$ cat src/rtl/regfile_rename_pkg.sv
// Shared widths and helpers for the renaming register file.
package regfile_rename_pkg;
   localparam int REG_ADDR_W = 5;
   localparam int ROBENTRY_W = 5;
   localparam int NRD        = 2;
   localparam logic [REG_ADDR_W-1:0] ZERO_REG   = '0;
   localparam logic [ROBENTRY_W-1:0] ENTRY_NULL = '0;

   function automatic logic is_zero_reg(input logic [REG_ADDR_W-1:0] a);
      return a == ZERO_REG;
   endfunction
endpackage

$ cat src/rtl/regfile_rename_if.sv
// Issue/rename/commit bus of the register file; flush exists only with REGFILE_FLUSH_EN.
interface regfile_rename_if
   import regfile_rename_pkg::*;
#(
   parameter int XLEN  = 32,
   parameter int TAG_W = ROBENTRY_W
);
   logic [REG_ADDR_W-1:0] rs1_addr, rs2_addr;
   logic                  rs1_busy, rs2_busy;
   logic [TAG_W-1:0]      rs1_tag,  rs2_tag;
   logic [XLEN-1:0]       rs1_value, rs2_value;
   logic                  rename_en;
   logic [REG_ADDR_W-1:0] rename_rd;
   logic [TAG_W-1:0]      rename_tag;
   logic                  commit_sgn;
   logic [TAG_W-1:0]      commit_entry;
   logic [REG_ADDR_W:0]   commit_des;
   logic [XLEN-1:0]       commit_result;
`ifdef REGFILE_FLUSH_EN
   logic                  flush;

   modport master (
      output rs1_addr, rs2_addr, rename_en, rename_rd, rename_tag,
             commit_sgn, commit_entry, commit_des, commit_result, flush,
      input  rs1_busy, rs1_tag, rs1_value, rs2_busy, rs2_tag, rs2_value
   );
   modport slave (
      input  rs1_addr, rs2_addr, rename_en, rename_rd, rename_tag,
             commit_sgn, commit_entry, commit_des, commit_result, flush,
      output rs1_busy, rs1_tag, rs1_value, rs2_busy, rs2_tag, rs2_value
   );
`else
   modport master (
      output rs1_addr, rs2_addr, rename_en, rename_rd, rename_tag,
             commit_sgn, commit_entry, commit_des, commit_result,
      input  rs1_busy, rs1_tag, rs1_value, rs2_busy, rs2_tag, rs2_value
   );
   modport slave (
      input  rs1_addr, rs2_addr, rename_en, rename_rd, rename_tag,
             commit_sgn, commit_entry, commit_des, commit_result,
      output rs1_busy, rs1_tag, rs1_value, rs2_busy, rs2_tag, rs2_value
   );
`endif
endinterface

$ cat src/rtl/regfile_rename_read_port.sv
// One source-operand read port: x0 forcing and same-cycle commit bypass.
module regfile_read_port
   import regfile_rename_pkg::*;
#(
   parameter int XLEN  = 32,
   parameter int TAG_W = ROBENTRY_W
) (
   input  logic [REG_ADDR_W-1:0] addr,
   input  logic                  st_busy,
   input  logic [TAG_W-1:0]      st_tag,
   input  logic [XLEN-1:0]       st_value,
   input  logic                  commit_vld,
   input  logic [REG_ADDR_W-1:0] commit_idx,
   input  logic [TAG_W-1:0]      commit_entry,
   input  logic [XLEN-1:0]       commit_result,
   output logic                  busy,
   output logic [TAG_W-1:0]      tag,
   output logic [XLEN-1:0]       value
);
   always_comb begin
      busy  = st_busy;
      tag   = st_tag;
      value = st_value;
      if (is_zero_reg(addr)) begin
         busy  = 1'b0;
         tag   = '0;
         value = '0;
      end else if (commit_vld && commit_idx == addr && commit_entry == st_tag && st_busy) begin
         // the producer is retiring right now: hand over its result directly
         busy  = 1'b0;
         value = commit_result;
      end
   end
endmodule

$ cat src/rtl/regfile_rename.sv
// Architectural register file with rename tags behind the ROB commit port.
// Optional REGFILE_FLUSH_EN adds a flush input that clears all busy bits.
module regfile_rename
   import regfile_rename_pkg::*;
#(
   parameter int NREG  = 32,
   parameter int XLEN  = 32,
   parameter int TAG_W = ROBENTRY_W
) (
   input  logic clk,
   input  logic rst,
   input  logic rdy,
   regfile_rename_if.slave rf
);
   logic [NREG-1:0][XLEN-1:0]  value_q;
   logic [NREG-1:0]            busy_q;
   logic [NREG-1:0][TAG_W-1:0] tag_q;

   logic                  flush_w;
   logic                  commit_vld;
   logic [REG_ADDR_W-1:0] commit_idx;

`ifdef REGFILE_FLUSH_EN
   assign flush_w = rf.flush;
`else
   assign flush_w = 1'b0;
`endif

   // commit_des[5] set means no register destination
   assign commit_vld = rf.commit_sgn && !rf.commit_des[REG_ADDR_W];
   assign commit_idx = rf.commit_des[REG_ADDR_W-1:0];

   logic [NRD-1:0][REG_ADDR_W-1:0] rd_addr;
   logic [NRD-1:0]                 rd_busy;
   logic [NRD-1:0][TAG_W-1:0]      rd_tag;
   logic [NRD-1:0][XLEN-1:0]       rd_value;

   assign rd_addr[0]   = rf.rs1_addr;
   assign rd_addr[1]   = rf.rs2_addr;
   assign rf.rs1_busy  = rd_busy[0];
   assign rf.rs1_tag   = rd_tag[0];
   assign rf.rs1_value = rd_value[0];
   assign rf.rs2_busy  = rd_busy[1];
   assign rf.rs2_tag   = rd_tag[1];
   assign rf.rs2_value = rd_value[1];

   for (genvar i = 0; i < NRD; i++) begin : g_rp
      regfile_read_port #(.XLEN(XLEN), .TAG_W(TAG_W)) u_rp (
         .addr          (rd_addr[i]),
         .st_busy       (busy_q[rd_addr[i]]),
         .st_tag        (tag_q[rd_addr[i]]),
         .st_value      (value_q[rd_addr[i]]),
         .commit_vld    (commit_vld),
         .commit_idx    (commit_idx),
         .commit_entry  (rf.commit_entry),
         .commit_result (rf.commit_result),
         .busy          (rd_busy[i]),
         .tag           (rd_tag[i]),
         .value         (rd_value[i])
      );
   end

   always_ff @(posedge clk or negedge rst) begin
      if (!rst) begin
         value_q <= '0;
         busy_q  <= '0;
         tag_q   <= '0;
      end else if (rdy) begin
         if (flush_w)
            busy_q <= '0;
         if (commit_vld && !is_zero_reg(commit_idx)) begin
            value_q[commit_idx] <= rf.commit_result;
            if (busy_q[commit_idx] && tag_q[commit_idx] == rf.commit_entry)
               busy_q[commit_idx] <= 1'b0;
         end
         // rename is last so it owns busy/tag when it collides with a commit
         if (rf.rename_en && !is_zero_reg(rf.rename_rd) && !flush_w) begin
            busy_q[rf.rename_rd] <= 1'b1;
            tag_q[rf.rename_rd]  <= rf.rename_tag;
         end
      end
   end
endmodule
$ cat src/flat_wrapper.sv
// flat-port wrapper written by rule: the top's interface ports become plain ports
module regfile_rename_flat import regfile_rename_pkg::*;
#(
   parameter int NREG  = 32,
   parameter int XLEN  = 32,
   parameter int TAG_W = ROBENTRY_W
)
  (clk, rst, rdy, rf_rs1_addr, rf_rs2_addr, rf_rename_en, rf_rename_rd, rf_rename_tag, rf_commit_sgn, rf_commit_entry, rf_commit_des, rf_commit_result, rf_rs1_busy, rf_rs1_tag, rf_rs1_value, rf_rs2_busy, rf_rs2_tag, rf_rs2_value);
  regfile_rename_if #(.XLEN(XLEN), .TAG_W(TAG_W)) rf_i ();
  input  logic clk;
  input  logic rst;
  input  logic rdy;
  input wire logic [$bits(rf_i.rs1_addr)-1:0] rf_rs1_addr;
  input wire logic [$bits(rf_i.rs2_addr)-1:0] rf_rs2_addr;
  input wire logic [$bits(rf_i.rename_en)-1:0] rf_rename_en;
  input wire logic [$bits(rf_i.rename_rd)-1:0] rf_rename_rd;
  input wire logic [$bits(rf_i.rename_tag)-1:0] rf_rename_tag;
  input wire logic [$bits(rf_i.commit_sgn)-1:0] rf_commit_sgn;
  input wire logic [$bits(rf_i.commit_entry)-1:0] rf_commit_entry;
  input wire logic [$bits(rf_i.commit_des)-1:0] rf_commit_des;
  input wire logic [$bits(rf_i.commit_result)-1:0] rf_commit_result;
  output wire logic [$bits(rf_i.rs1_busy)-1:0] rf_rs1_busy;
  output wire logic [$bits(rf_i.rs1_tag)-1:0] rf_rs1_tag;
  output wire logic [$bits(rf_i.rs1_value)-1:0] rf_rs1_value;
  output wire logic [$bits(rf_i.rs2_busy)-1:0] rf_rs2_busy;
  output wire logic [$bits(rf_i.rs2_tag)-1:0] rf_rs2_tag;
  output wire logic [$bits(rf_i.rs2_value)-1:0] rf_rs2_value;
  assign rf_i.rs1_addr = rf_rs1_addr;
  assign rf_i.rs2_addr = rf_rs2_addr;
  assign rf_i.rename_en = rf_rename_en;
  assign rf_i.rename_rd = rf_rename_rd;
  assign rf_i.rename_tag = rf_rename_tag;
  assign rf_i.commit_sgn = rf_commit_sgn;
  assign rf_i.commit_entry = rf_commit_entry;
  assign rf_i.commit_des = rf_commit_des;
  assign rf_i.commit_result = rf_commit_result;
  assign rf_rs1_busy = rf_i.rs1_busy;
  assign rf_rs1_tag = rf_i.rs1_tag;
  assign rf_rs1_value = rf_i.rs1_value;
  assign rf_rs2_busy = rf_i.rs2_busy;
  assign rf_rs2_tag = rf_i.rs2_tag;
  assign rf_rs2_value = rf_i.rs2_value;
  regfile_rename #(.NREG(NREG), .XLEN(XLEN), .TAG_W(TAG_W)) u_core (.clk(clk), .rst(rst), .rdy(rdy), .rf(rf_i));
endmodule
$ cat config.mk
export PLATFORM = sky130hd
export DESIGN_NAME = regfile_rename_flat
export DESIGN_NICKNAME = d
export VERILOG_FILES = /design/src/rtl/regfile_rename_pkg.sv /design/src/rtl/regfile_rename_if.sv /design/src/rtl/regfile_rename_read_port.sv /design/src/rtl/regfile_rename.sv /design/src/flat_wrapper.sv
export SDC_FILE = /design/constraint.sdc
export NUM_CORES = 2
export LEC_CHECK = 0
export ABC_AREA = 1
export BUFFER_PORTS_ARGS = -buffer_cell sky130_fd_sc_hd__buf_2
export CAP_MARGIN = 5
export CORE_AREA = 8 8 482 484
export CTS_CLUSTER_SIZE = 20
export DETAILED_ROUTE_END_ITERATION = 16
export DIE_AREA = 0 0 490 492
export GPL_ROUTABILITY_DRIVEN = 0
export PLACE_DENSITY_LB_ADDON = 0.3
export SYNTH_ARGS = -nofsm -noshare
export SYNTH_HDL_FRONTEND = slang
export SYNTH_SLANG_ARGS = --single-unit
export TNS_END_PERCENT = 10
$ cat constraint.sdc
create_clock -name clk -period 4.4 [get_ports clk]
set_clock_uncertainty 0.1 [all_clocks]
set_input_delay 0.44 -clock clk [delete_from_list [all_inputs] [get_ports clk]]
set_output_delay 0.44 -clock clk [all_outputs]
set_load 0.03 [all_outputs]
== Yosys cells after proc, flatten, opt, wreduce, memory -nomap -nowiden ==
Index checks and enable logic that the tools add are counted.

* $lt $le $gt $ge: 6
* Equality and inequality tests: 5
* Muxes and demuxes: 41
* Bitwise logic cells: 3
* Reduce and logical (&&, ||, !) cells: 21

{| class="wikitable"
|+ Operator list
! cell !! number
|-
| 1024-bit bitwise mux || 1
|-
| 32-bit 2-to-1 mux || 12
|-
| 32-bit binary-select mux with 5-bit select || 2
|-
| 160-bit bitwise mux || 1
|-
| 32-bit demux with 5-bit select || 1
|-
| 5-bit binary-select mux with 5-bit select || 3
|-
| 32-bit AND || 1
|-
| 32-bit NOT || 1
|-
| 32-bit bitwise OR || 1
|-
| 5-bit 2-to-1 mux || 6
|-
| 5-bit demux with 5-bit select || 1
|-
| 5-bit equality test || 5
|-
| 5-bit by 6-bit < comparator with 1-bit output, second input constant || 4
|-
| 5-bit zero test || 4
|-
| 1-bit binary-select mux with 5-bit select || 3
|-
| 1-bit logical AND || 12
|-
| 1-bit demux with 5-bit select || 2
|-
| 5-bit by 1-bit >= comparator with 1-bit output, second input constant || 2
|-
| 1-bit 2-to-1 mux || 9
|-
| 2-bit AND reduction || 2
|-
| 1-bit zero test || 3
|}

* Bits in registers: 1,216
* Bits of input ports: 68
* Output and inout bits: 76
* Word-level logic and storage cells: 141

== Logic depth before layout (Yosys ltp) ==
* Depth in word-level cells: 11
* Gate-level depth with buffers: 20

== Cells and area by module ==
A second synthesis with hierarchy kept.

* Cells, all modules: 9,483
* Area, all modules: 68,958.6 sq um

{| class="wikitable"
|+ By module, submodules not included
! module !! times used !! cells an instance !! area an instance (sq um) !! seq. area each (sq um)
|-
| regfile_rename || 1 || 8,855 || 66,313.6 || 30,429.2
|-
| regfile_read_port || 2 || 314 || 1,322.5 || 0.0
|}

== Worst setup path before layout ==
No wires, ideal clock.

* Path kind: input-to-output
* From: in rf_rs1_addr[1]
* To: out rf_rs1_value[10]
* Data arrival time: 2,360 ps
* Required time: 3,860 ps
* Setup slack: 1,500 ps
* Cell stages on the path: 15
* Buffers on the path: 6
* Cells stage by stage: buf_4 inv_2 buf_6 buf_6 buf_6 buf_2 buf_2 a21oi_1 a221oi_1 o22ai_1 nand2_1 o31ai_1 inv_1 nor2_1 nor2_1

* Word-level cells in the longest chain between the ends: 7
* Elaborated cells between the ends (all ways): 14
* Classes of those cells: 2 x eq/ne; 8 x mux; 4 x reduce/logical

{| class="wikitable"
|+ Ends and longest elaborated chain
! what !! RTL line !! source
|-
| start, declared || flat_wrapper.sv:13 || <nowiki>input wire logic [$bits(rf_i.rs1_addr)-1:0] rf_rs1_addr;</nowiki>
|-
| 5-bit binary-select mux with 5-bit select || regfile_rename.sv:51 || <nowiki>.st_tag (tag_q[rd_addr[i]]),</nowiki>
|-
| 5-bit 2-to-1 mux (implied by the code) || regfile_rename.sv:51 ||
|-
| 5-bit equality test || regfile_rename_read_port.sv:28 || <nowiki>end else if (commit_vld && commit_idx == addr && commit_entry == st_tag && st_busy) begin</nowiki>
|-
| 1-bit logical AND (2 in a row) || regfile_rename_read_port.sv:28 ||
|-
| 32-bit 2-to-1 mux || regfile_rename_read_port.sv:28 ||
|-
| 32-bit 2-to-1 mux (*) || regfile_rename_read_port.sv:24 || <nowiki>if (is_zero_reg(addr)) begin</nowiki>
|-
| end, declared || flat_wrapper.sv:24 || <nowiki>output wire logic [$bits(rf_i.rs1_value)-1:0] rf_rs1_value;</nowiki>
|}

Mark *: on every way between the ends. The rest lies on a longest branch, timed or not. The select of a mux whose other input is x is not followed.

== Worst setup path after layout ==
* From: reg u_core.tag_q[89] (netlist bit)
* To: out rf_rs2_value[13]

* Word-level cells in the longest chain between the ends: 7

{| class="wikitable"
|+ Ends and longest elaborated chain
! what !! RTL line !! source
|-
| start, declared || regfile_rename.sv:17 || <nowiki>logic [NREG-1:0][TAG_W-1:0] tag_q;</nowiki>
|-
| start signal, assigned by index || regfile_rename.sv:79 || <nowiki>tag_q[rf.rename_rd] <= rf.rename_tag;</nowiki>
|-
| 5-bit binary-select mux with 5-bit select || regfile_rename.sv:51 ||
|-
| 5-bit 2-to-1 mux (implied by the code) || regfile_rename.sv:51 ||
|-
| 5-bit equality test || regfile_rename_read_port.sv:28 ||
|-
| 1-bit logical AND (2 in a row) || regfile_rename_read_port.sv:28 ||
|-
| 32-bit 2-to-1 mux || regfile_rename_read_port.sv:28 ||
|-
| 32-bit 2-to-1 mux || regfile_rename_read_port.sv:24 ||
|-
| end, declared || flat_wrapper.sv:27 || <nowiki>output wire logic [$bits(rf_i.rs2_value)-1:0] rf_rs2_value;</nowiki>
|}

No other way between the ends. The select of a mux whose other input is x is not followed.

==> metrics <==
status completed; fin nets 9438; Post-Syn Area 69300 sq um; Via density 5.82; CP Max Fanout 16; Hold/Removal Path Class input port to flip-flop; vias in the first global route 68700; Die Wd 490 microns; Core ar. 224000 sq um; post-synth cell types 39; CTS tree built; IO Port Bufs 143; post-synthesis area per instance 7.12 sq um; worst slew pin tran 1.27 ns; setup slack after layout 0.115 ns; Seq cells post-synth 1216; Leak Pwr 34.0 nW; clk buf depth 3; die area 241000 sq um; worst path required time 3.86 ns; Pre-antenna DRT Iters 7; Num CTS Buffers 137; ys async rst share 1.00; Skew-Pair Late Insertion Delay 0.80 ns; primary flip-flop cell chosen by synthesis mapping dfrtp_1; crit share post-route 0.974; Slew Viols, Final 0; hold slack final 0.120 ns; clock-pin slew on the worst setup and hold paths 0.06 ns; Gate Count Post-Synth 9728; crit path capture type output port; Reg power frac 0.436; setup repair bufs after CTS 0; Seq/Total Area, Yosys 0.439; Post-synth EDFFs 0; Synth top cells by count nand2_1, o21ai_0, a21oi_1, dfrtp_1, nand3_1; standard-cell row count 174; leading area contributor after synthesis dfrtp_1; Final Hold Viols 0; I/O pin cnt 144; setup tns final 0 ns; Ys Warns 0; first-pass GRT wire length 454 mm; crit start category flip-flop; Synth top area share 0.439; Area contributors post-synth dfrtp_1, nand2_1, o21ai_0, a21oi_1, nand3_1; die height 492 microns; switching share of power 0.315; Place WS 0.207 ns; Peak VDD IR 0.355 mV; count leader, synth nand2_1; Max Fclk 233 MHz; Max Cap Violations 0; PwrDens 387 nW/um^2; DRC 0; internal power 0.0205 W; min Tclk post-route 4.29 ns; Root Driver clkbuf_16; Tot GR Track Use 0.243; Switching Power 0.00946 W; initial detailed-routing violation count 10600; RSZ-0062 raised after global routing false; # setup viols final 0; global route total overflow 0; largest net degree at the start of global routing 174; share of cells above drive strength 1 0.0724; HPWL Detailed 177 mm; post-synthesis net count 9796; wirelength, routed 308 mm; CP Class flip-flop to output port; Area Growth Syn to Fin 11.9%; critical path arrival 3.75 ns; WL per Instance 24.7 microns; Clock H-tree levels 4; Antenna Nets Post-Route 0; initial core utilization 0.309; via count 72600; CTS sink count 1216; combinational power share 0.170; Clock power frac 0.394; max_slew headroom 0.149; initial antenna violation count 18
==> layer usage <==
metal,up-vias,track usage,part of all wire
met5,-,0,0.00034
met3,931,0.0539,0.11
met2,4863,0.356,0.42
li1,32000,-,-
met1,34800,0.330,0.40
met4,12,0.135,0.061
==> sequential cells by signal (all words and copies together) (netlist names) <==
name            count
u_core.value_q   1024
u_core.busy_q      32
u_core.tag_q      160
==> through the flow <==
| step | power (W) | area [sq um] | util | instances |
|---|---|---|---|---|
| 2_1_floorplan | 0.0162 | 69300 | - | 9728 |
| 3_3_place_gp | 0.0181 | 72700 | 0.324 | 12200 |
| 3_5_place_dp | 0.0182 | 72700 | 0.324 | 12200 |
| 4_1_cts | 0.0300 | 77500 | 0.346 | 12500 |
| 5_1_grt | 0.0312 | 77500 | 0.346 | 12500 |
| 6_report | 0.0300 | 77500 | 0.346 | 12500 |
==> power by group through the flow <==
stage,combinational (W),sequential (W),clock (W)
2_1_floorplan,0.00318,0.0130,0
3_3_place_gp,0.00489,0.0132,0
3_5_place_dp,0.00498,0.0132,0
4_1_cts,0.00502,0.0130,0.0120
5_1_grt,0.00560,0.0132,0.0124
6_report,0.00509,0.0131,0.0118
==> cell usage in the layout, fill, tap and decap left out, types with 64 or more instances in the layout <==
master	instances
nand2_1	3151
o21ai_0	1508
a21oi_1	1224
dfrtp_1	1216
nand3_1	580
inv_1	311
nor2_1	205
buf_4	182
clkbuf_16	143
buf_2	134
a221oi_1	129
a22oi_1	97
buf_12	83
a211oi_1	74
o31ai_1	64
==> final timing paths <==
kind,start,endpoint,slack (ns),cells after the start
hold / removal,rf_rename_tag[0],u_core.tag_q[85],0.12,4
max in group asynchronous,rst,u_core.tag_q[57],2.81,3
hold reg to reg,u_core.value_q[0],u_core.value_q[0],0.28,0
setup reg to reg,u_core.busy_q[19],u_core.busy_q[15],2.05,10
min in group asynchronous,rst,u_core.value_q[386],0.17,2
setup / recovery,u_core.tag_q[89],rf_rs2_value[13],0.11,17
==> logic make-up (layout without fill, tap and decap cells) <==
family	Yosys count	count (layout)	share of synthesized area
AOI/OAI and AO/OA	3194	3194	0.249
xor gates and xnor gates	3	3	0.000379
buffers and inverters	1296	1037	0.0809
DFF	1216	1216	0.439
other	0	8	0
and+or+nand+nor	4019	4019	0.231
==> worst max-delay path, stage by stage, from the launching register on <==
cell	delay [ns]
dfrtp_1	0.47
nand2_1	0.08
nand3_1	0.09
nand3_1	0.08
nand2_1	0.14
nand2_1	0.07
nand3_1	0.15
nand2_1	0.10
nand2_1	0.07
nand2_1	0.04
nor2_1	0.15
nand3_1	0.26
nor2_4	0.23
buf_12	0.21
nor2_1	0.06
nor2_1	0.25
buf_4	0.24
buf_2	0.26
==> timing repair <==
item,CTS,global route
hold buffers,33,0
gates resized for setup,0,3
setup endpoints to repair,0,3
endpoints found under the hold margin,207,0
==> layout make-up <==
cell class,instances,area [sq um]
clock buffer,203,4100
timing repair buffer,438,4110
sequential,1216,30400
multi-input combinational,7216,33300
antenna,8,20.0
inverter,361,1420
tap,2992,3740
fill,23600,147000
clock inverter,35,389
(Power assumes the default switching activity.)
